<file path="src/rtl/gcm_msg_sequencer.sv">
`default_nettype none
`timescale 1ns/1ps
// ============================================================================
// Module  : gcm_msg_sequencer
// Brief   : Buffers a whole AAD+payload message as 128-bit blocks, then feeds
//           it to the non-stalling AES-GCM core with its handshake timing.
// Revision: 1.0
// ============================================================================
module gcm_msg_sequencer #(
  parameter int DEPTH    = 32,
  parameter int MAX_AUTH = 16
) (
  input  logic         clk,
  input  logic         rst,
  input  logic [31:0]  s_data,
  input  logic         s_valid,
  output logic         s_ready,
  input  logic         s_isAuth,
  input  logic         s_last,
  input  logic         s_end,
  input  logic         authInReady,
  input  logic         blockReady,
  input  logic         done,
  output logic         start,
  output logic         finalAuth,
  output logic         finalBlock,
  output logic [127:0] authIn,
  output logic [127:0] blockIn,
  output logic         busy,
  output logic         err
);

  localparam int AW = (DEPTH > 1) ? $clog2(DEPTH) : 1;
  localparam int CW = $clog2(DEPTH + 1);
  localparam logic [CW-1:0] DEPTH_C    = CW'(DEPTH);
  localparam logic [CW-1:0] MAX_AUTH_C = CW'(MAX_AUTH);

  localparam logic [2:0] S_FILL      = 3'd0;
  localparam logic [2:0] S_LAUNCH    = 3'd1;
  localparam logic [2:0] S_AUTH      = 3'd2;
  localparam logic [2:0] S_WAIT_DATA = 3'd3;
  localparam logic [2:0] S_DATA      = 3'd4;
  localparam logic [2:0] S_WAIT_DONE = 3'd5;
  localparam logic [2:0] S_RELEASE   = 3'd6;

  logic [2:0]    state, state_nx;
  logic [127:0]  mem [DEPTH];
  logic [CW-1:0] n_auth, n_data, rd;
  logic [1:0]    widx;
  logic [95:0]   pack;
  logic          started, aad_open, dropping, done_q;

  logic          accept, sect_auth, end_word, ovf, blk_end, wr_blk;
  logic [CW-1:0] total, last;
  logic [127:0]  block;

  assign accept    = s_valid & (state == S_FILL);
  // Until the first word arrives the section comes from s_isAuth; after that
  // it is purely positional (AAD stays open until its s_last).
  assign sect_auth = started ? aad_open : s_isAuth;
  assign end_word  = s_last & (~sect_auth | s_end);
  assign total     = n_auth + n_data;
  assign last      = total - CW'(1);
  assign ovf       = ~dropping & (widx == 2'd0) &
                     ((sect_auth & (n_auth == MAX_AUTH_C)) | (total == DEPTH_C));
  assign blk_end   = s_last | (widx == 2'd3);
  assign wr_blk    = accept & ~dropping & ~ovf & blk_end;

  always_comb begin
    block = '0;
    case (widx)
      2'd0:    block = {s_data, 96'b0};
      2'd1:    block = {pack[95:64], s_data, 64'b0};
      2'd2:    block = {pack[95:32], s_data, 32'b0};
      default: block = {pack, s_data};
    endcase
  end

  always_ff @(posedge clk) begin
    if (wr_blk) mem[total[AW-1:0]] <= block;
  end

  always_ff @(posedge clk or posedge rst) begin
    if (rst) begin
      n_auth   <= '0;
      n_data   <= '0;
      rd       <= '0;
      widx     <= '0;
      pack     <= '0;
      started  <= 1'b0;
      aad_open <= 1'b0;
      dropping <= 1'b0;
      done_q   <= 1'b0;
    end else begin
      done_q <= done;
      if (accept) begin
        if (dropping | ovf) begin
          // Keep tracking sections so the true end word can be found.
          n_auth   <= '0;
          n_data   <= '0;
          widx     <= '0;
          started  <= ~end_word;
          aad_open <= sect_auth & ~s_last & ~end_word;
          dropping <= ~end_word;
        end else begin
          case (widx)
            2'd0:    pack[95:64] <= s_data;
            2'd1:    pack[63:32] <= s_data;
            2'd2:    pack[31:0]  <= s_data;
            default: ;
          endcase
          widx     <= blk_end ? 2'd0 : widx + 2'd1;
          started  <= ~end_word;
          aad_open <= sect_auth & ~s_last;
          if (blk_end) begin
            if (sect_auth) n_auth <= n_auth + CW'(1);
            else           n_data <= n_data + CW'(1);
          end
        end
      end
      case (state)
        S_LAUNCH:  rd <= '0;
        S_AUTH:    if (authInReady) rd <= rd + CW'(1);
        S_DATA:    if (blockReady)  rd <= rd + CW'(1);
        S_RELEASE: begin
          rd     <= '0;
          n_auth <= '0;
          n_data <= '0;
        end
        default: ;
      endcase
    end
  end

  always_ff @(posedge clk or posedge rst) begin
    if (rst) state <= S_FILL;
    else     state <= state_nx;
  end

  always_comb begin
    state_nx = state;
    case (state)
      S_FILL:      if (accept & ~dropping & ~ovf & end_word) state_nx = S_LAUNCH;
      S_LAUNCH:    state_nx = (n_auth == '0) ? S_WAIT_DATA : S_AUTH;
      S_AUTH:      if (authInReady && rd == n_auth - CW'(1)) state_nx = S_WAIT_DATA;
      S_WAIT_DATA: begin
        // With no payload the core only signals leaving its wait via done.
        if (n_data != '0) begin
          if (blockReady) state_nx = S_DATA;
        end else if (done & ~done_q) begin
          state_nx = S_WAIT_DONE;
        end
      end
      S_DATA:      if (blockReady && rd == last) state_nx = S_WAIT_DONE;
      S_WAIT_DONE: if (done) state_nx = S_RELEASE;
      S_RELEASE:   state_nx = S_FILL;
      default:     state_nx = S_FILL;
    endcase
  end

  always_comb begin
    start      = 1'b0;
    finalAuth  = 1'b0;
    finalBlock = 1'b0;
    authIn     = '0;
    blockIn    = '0;
    case (state)
      S_LAUNCH: begin
        start     = 1'b1;
        finalAuth = (n_auth == '0);
      end
      S_AUTH: begin
        start     = 1'b1;
        authIn    = mem[rd[AW-1:0]];
        finalAuth = (rd == n_auth - CW'(1));
      end
      S_WAIT_DATA: begin
        start      = 1'b1;
        finalBlock = (n_data == '0);
      end
      S_DATA: begin
        start      = 1'b1;
        blockIn    = mem[rd[AW-1:0]];
        finalBlock = (rd == last);
      end
      S_WAIT_DONE: start = 1'b1;
      default: ;
    endcase
  end

  assign s_ready = (state == S_FILL);
  assign busy    = (state != S_FILL);
  assign err     = accept & ovf;

endmodule
`default_nettype wire

</file>
<file path="config.mk">
export PLATFORM = sky130hd
export DESIGN_NAME = gcm_msg_sequencer
export DESIGN_NICKNAME = d
export VERILOG_FILES = /design/src/rtl/gcm_msg_sequencer.sv
export SDC_FILE = /design/constraint.sdc
export NUM_CORES = 2
export LEC_CHECK = 0
export CAP_MARGIN = 20
export CORE_MARGIN = 2
export CORE_UTILIZATION = 35
export CTS_BUF_LIST = sky130_fd_sc_hd__clkbuf_8
export DETAILED_ROUTE_END_ITERATION = 10
export GPL_TIMING_DRIVEN = 0
export SLEW_MARGIN = 15
export SYNTH_ARGS = -nofsm -noshare
export SYNTH_HDL_FRONTEND = slang
export SYNTH_SLANG_ARGS = --single-unit
</file>
<file path="constraint.sdc">
create_clock -name clk -period 8.35 [get_ports clk]
set_input_delay 1.67 -clock clk [delete_from_list [all_inputs] [get_ports clk]]
set_output_delay 1.67 -clock clk [all_outputs]
set_load 0.05 [all_outputs]
</file>
==> metrics.csv <==
stage,metric,value,unit
grt,initial antenna violation count,57,
floorplanning,vertical die dimension,687,µm
timing,total negative setup slack,0,ps
yosys,ys async rst share,2.92,%
timing,unrepaired setup endpoints after global routing,no,
final_layout,final core utilization,41.8,%
route,routed wire length per instance,31.5,µm
route,number of DRC markers in iteration 0,10200,
min_path,WHS Path Cells,1,
critical_path,cell depth of the worst flop-to-flop path,12,
critical_path,cell seen most often among critical-path stages,buf_2,
yosys,area share of fa/ha/maj cells after synthesis,0.150,%
yosys,multiplexer fraction of the synthesized cell area,19.0,%
final_layout,Filler Cell Count,39700,
min_path,path type of the worst min-delay path,reg -> reg,
critical_path,Critical Path Slowest Stage Cell,clkbuf_1,
yosys,netlist area before placement,163000,µm²
place,number of input and output port buffers inserted,302,
critical_path,element type at the critical path end,output port,
yosys,parity-gate share of the synthesized area counting xor and xnor cells,0.139,%
timing,final critical delay including setup and external delays,8070,ps
critical_path,worst-path fanout max,10,
floorplanning,width of the die,687,µm
floorplanning,I/O pin count,303,
critical_path,Critical Path AT,6400,ps
critical_path,"Worst Path Class, Setup",reg -> out,
route,Met3 Routed Length,49300,µm
final_layout,area used by multi-input combinational logic,35700,µm²
critical_path,cell breakdown of the critical path,buf_2 -> buf_2 -> buf_2 -> clkbuf_1 -> mux4_2 -> mux2i_1 -> a21oi_1 -> mux2i_1 -> nor2_1 -> clkdlybuf4s50_1,
run_status,result of the run,"complete, no violations",
timing,Achievable Freq,124,MHz
place,HPWL reported at the end of detailed placement,321000,µm
yosys,"flops & latches, synth",4219,
grt,vias in the first global route,82400,
yosys,synthesized instance count,6945,
grt,leftover overflow at the end of global routing,0,
final_layout,count of non-filler cells in the finished layout,15000,
place,routability congestion estimate,0.825,
timing,period utilization,96.7,%
floorplanning,Core ar.,464000,µm²
final_layout,layout cells sized above 1,30.5,%
grt,Total Routing Usage GR,19.7,%
yosys,fraction of the mapped netlist area in compound gates,0.912,%
route,Pre-antenna DRT Iters,8,
route,mean number of vias per cell,5.44,
timing,measured slew at the worst slew-check pin,1260,ps
clock_network,cell chosen for the clock root,clkbuf_8,
power,power per cell area,306,nW/µm²
final_layout,sequential standard cell area,126000,µm²
route,vias after detailed routing,81900,
yosys,sequential element share of the synthesized area,77.2,%
timing,final setup violation count,0,
critical_path,critical path required time,6680,ps
yosys,fraction of the mapped netlist area in simple logic gates,1.46,%
yosys,area share of the leading cell type in the synthesized netlist,75.4,%
place,pre-CTS setup slack,837,ps
yosys,mean post-synth cell area,23.5,µm²
yosys,cell accounting for the most synthesized area,edfxtp_1,
timing,skew final,49.7,ps
final_layout,Layout Area Growth over Synthesis,18.9,%
route,Detail Route Antenna Nets,0,
route,length of routed met2 wiring,221000,µm
power,static leakage,62.2,nW
final_layout,number of nets in the layout,8353,
route,wire length reported by the detailed router,474000,µm
clock_network,total CTS buffers,660,
critical_path,critical path startpoint category,flop,
route,DRC viols,0,
yosys,largest family of logic cells by synthesized area,multiplexers,
floorplanning,effective utilization at floorplan,35.2,%
clock_network,worst-skew pair later-pin latency,1210,ps
yosys,cells taking the most area after synthesis,"edfxtp_1, mux4_2, dfrtp_1",
power,total chip power,59.5,mW
clock_network,CTS tree,done,
timing,Hold Fails Final Rpt,0,
clock_network,"CTS clk-pin slew, worst paths",60,ps
timing,relative max-transition margin,15.5,%
timing,setup slack after layout,279,ps
power,maximum resistive drop on vdd,0.218,mV
critical_path,"slowest stage delay, CP",900,ps
route,top routing layer in use,met5,
floorplanning,cell row count,250,
yosys,Synth Flop Type,edfxtp_1,
yosys,Post-synth EDFFs,4096,
yosys,Synth Net Count,7005,
floorplanning,DIE AREA,472000,µm²
clock_network,buffer count from post-CTS setup fixing,0,
place,placed cell count,13800,
timing,final-report max-slew violation count,0,
clock_network,H-tree depth reported by CTS,6,
clock_network,number of buffers on the longest clock path,4,
route,wl on met1,186000,µm
run,max capacitance violation total,0,
yosys,warning count from the yosys run,0,
grt,maximum number of pins on one net before global-route repair,48,
grt,first-pass GRT wire length,648000,µm
clock_network,Sinks on Clock Net,4219,
yosys,"Distinct cells, synth",61,
-- cells in the final DEF, fill, tap and decap left out, types with 120 or more instances in the layout --
cell,count
edfxtp_1,4096
mux4_2,1254
clkbuf_8,675
clkdlybuf4s50_1,294
nor2_1,279
inv_1,263
clkbuf_1,192
buf_12,177
mux2i_1,159
clkinv_1,145
buf_2,124
dfrtp_1,123
buf_16,120
-- critical path: cells and delay by family, from the launching register on --
kind / cells / cell delay [ps]
and+or+nand+nor: 1 / 100
muxes: 3 / 1370
DFF: 1 / 330
AOI/OAI and AO/OA: 1 / 160
buffers and inverters: 5 / 3230
-- per-layer routing --
layer	GRT usage, %	vias to the layer above
met5	0	-
met4	7.14	34
met3	5.28	794
met2	30.7	4471
met1	26.6	44100
li1	-	32500
-- cells in the mapped netlist, types with 3 or more instances --
cell type  count
buf_1         49
nor3_1         7
ha_1          18
mux2_2         8
o22ai_1        5
nand2b_1       6
buf_6          9
buf_4         21
or2_2          4
and3_1         6
nor2b_1       32
nor3b_1        5
nand4_1       12
nor2_1       313
nand3b_1       3
buf_2        111
o21a_1         4
mux2_1        90
edfxtp_1    4096
and2_1        39
mux4_2      1254
a31oi_1        4
a211oi_1      29
a22o_1        64
clkbuf_1     206
xnor2_1        7
xor2_1        11
mux2i_1      159
dfrtp_1      123
nand2_1       93
nand3_1       10
o21ai_0       48
a41oi_1        3
a21oi_1       40
inv_1         21
-- cell families (layout without fill, tap and decap cells) --
logic type / Yosys count / after routing
buf+inv: 418 / 2264
simple gates: 541 / 541
compound gates: 216 / 216
mux: 1511 / 1511
other cells: 0 / 75
flops: 4219 / 4219
fa+ha+maj: 19 / 19
xor+xnor: 21 / 21
-- stage by stage --
step	area [µm²]	hold slack, ps
3_5_place_dp	182000	476
6_report	194000	488
3_3_place_gp	174000	467
2_1_floorplan	163000	459
5_1_grt	194000	500
4_1_cts	193000	489
-- registers in the layout (all words and copies together) (netlist names) --
signal / cells
mem: 4096
pack: 96
aad_open: 1
rd: 6
dropping: 1
n_auth: 6
widx: 2
started: 1
state: 3
done_q: 1
n_data: 6
-- power breakdown --
part / internal (mW) / switching, mW / leakage [nW]
clock network: 7.60 / 8.10 / 6.79
registers: 25.3 / 0.219 / 40.0
logic: 7.20 / 11.0 / 15.5
total: 40.1 / 19.4 / 62.2
-- worst paths after layout --
path	end	slack, ps	startpoint
hold / removal	pack[67]$_DFFE_PP0P_	490	pack[67]$_DFFE_PP0P_
setup / recovery	authIn[73]	280	rd[2]$_DFFE_PP0P_
hold reg to reg	pack[67]$_DFFE_PP0P_	490	pack[67]$_DFFE_PP0P_
max in group asynchronous	pack[51]$_DFFE_PP0P_	6310	rst
setup reg to reg	mem[22][52]$_DFFE_PP_	2840	state[1]$_DFFE_PP0P_
min in group asynchronous	pack[1]$_DFFE_PP0P_	1090	rst
-- layout make-up --
type / instances / area share (%)
clock buffer: 675 / 4.79
multi-input combinational: 2308 / 18.4
tap: 6174 / 3.98
clock inverter: 485 / 1.19
sequential: 4219 / 64.9
timing repair buffer: 686 / 5.64
buffer: 396 / 0.940
inverter: 22 / 0.0451
antenna: 75 / 0.0967
-- what timing repair did --
| action | in CTS | in global routing |
|---|---|---|
| hold buffers | 0 | 0 |
| setup endpoints to repair | 16 | 0 |
| resized for setup | 4 | 0 |
| endpoints found under the hold margin | 0 | 0 |
No activity file was read; power rests on OpenSTA's default activity.
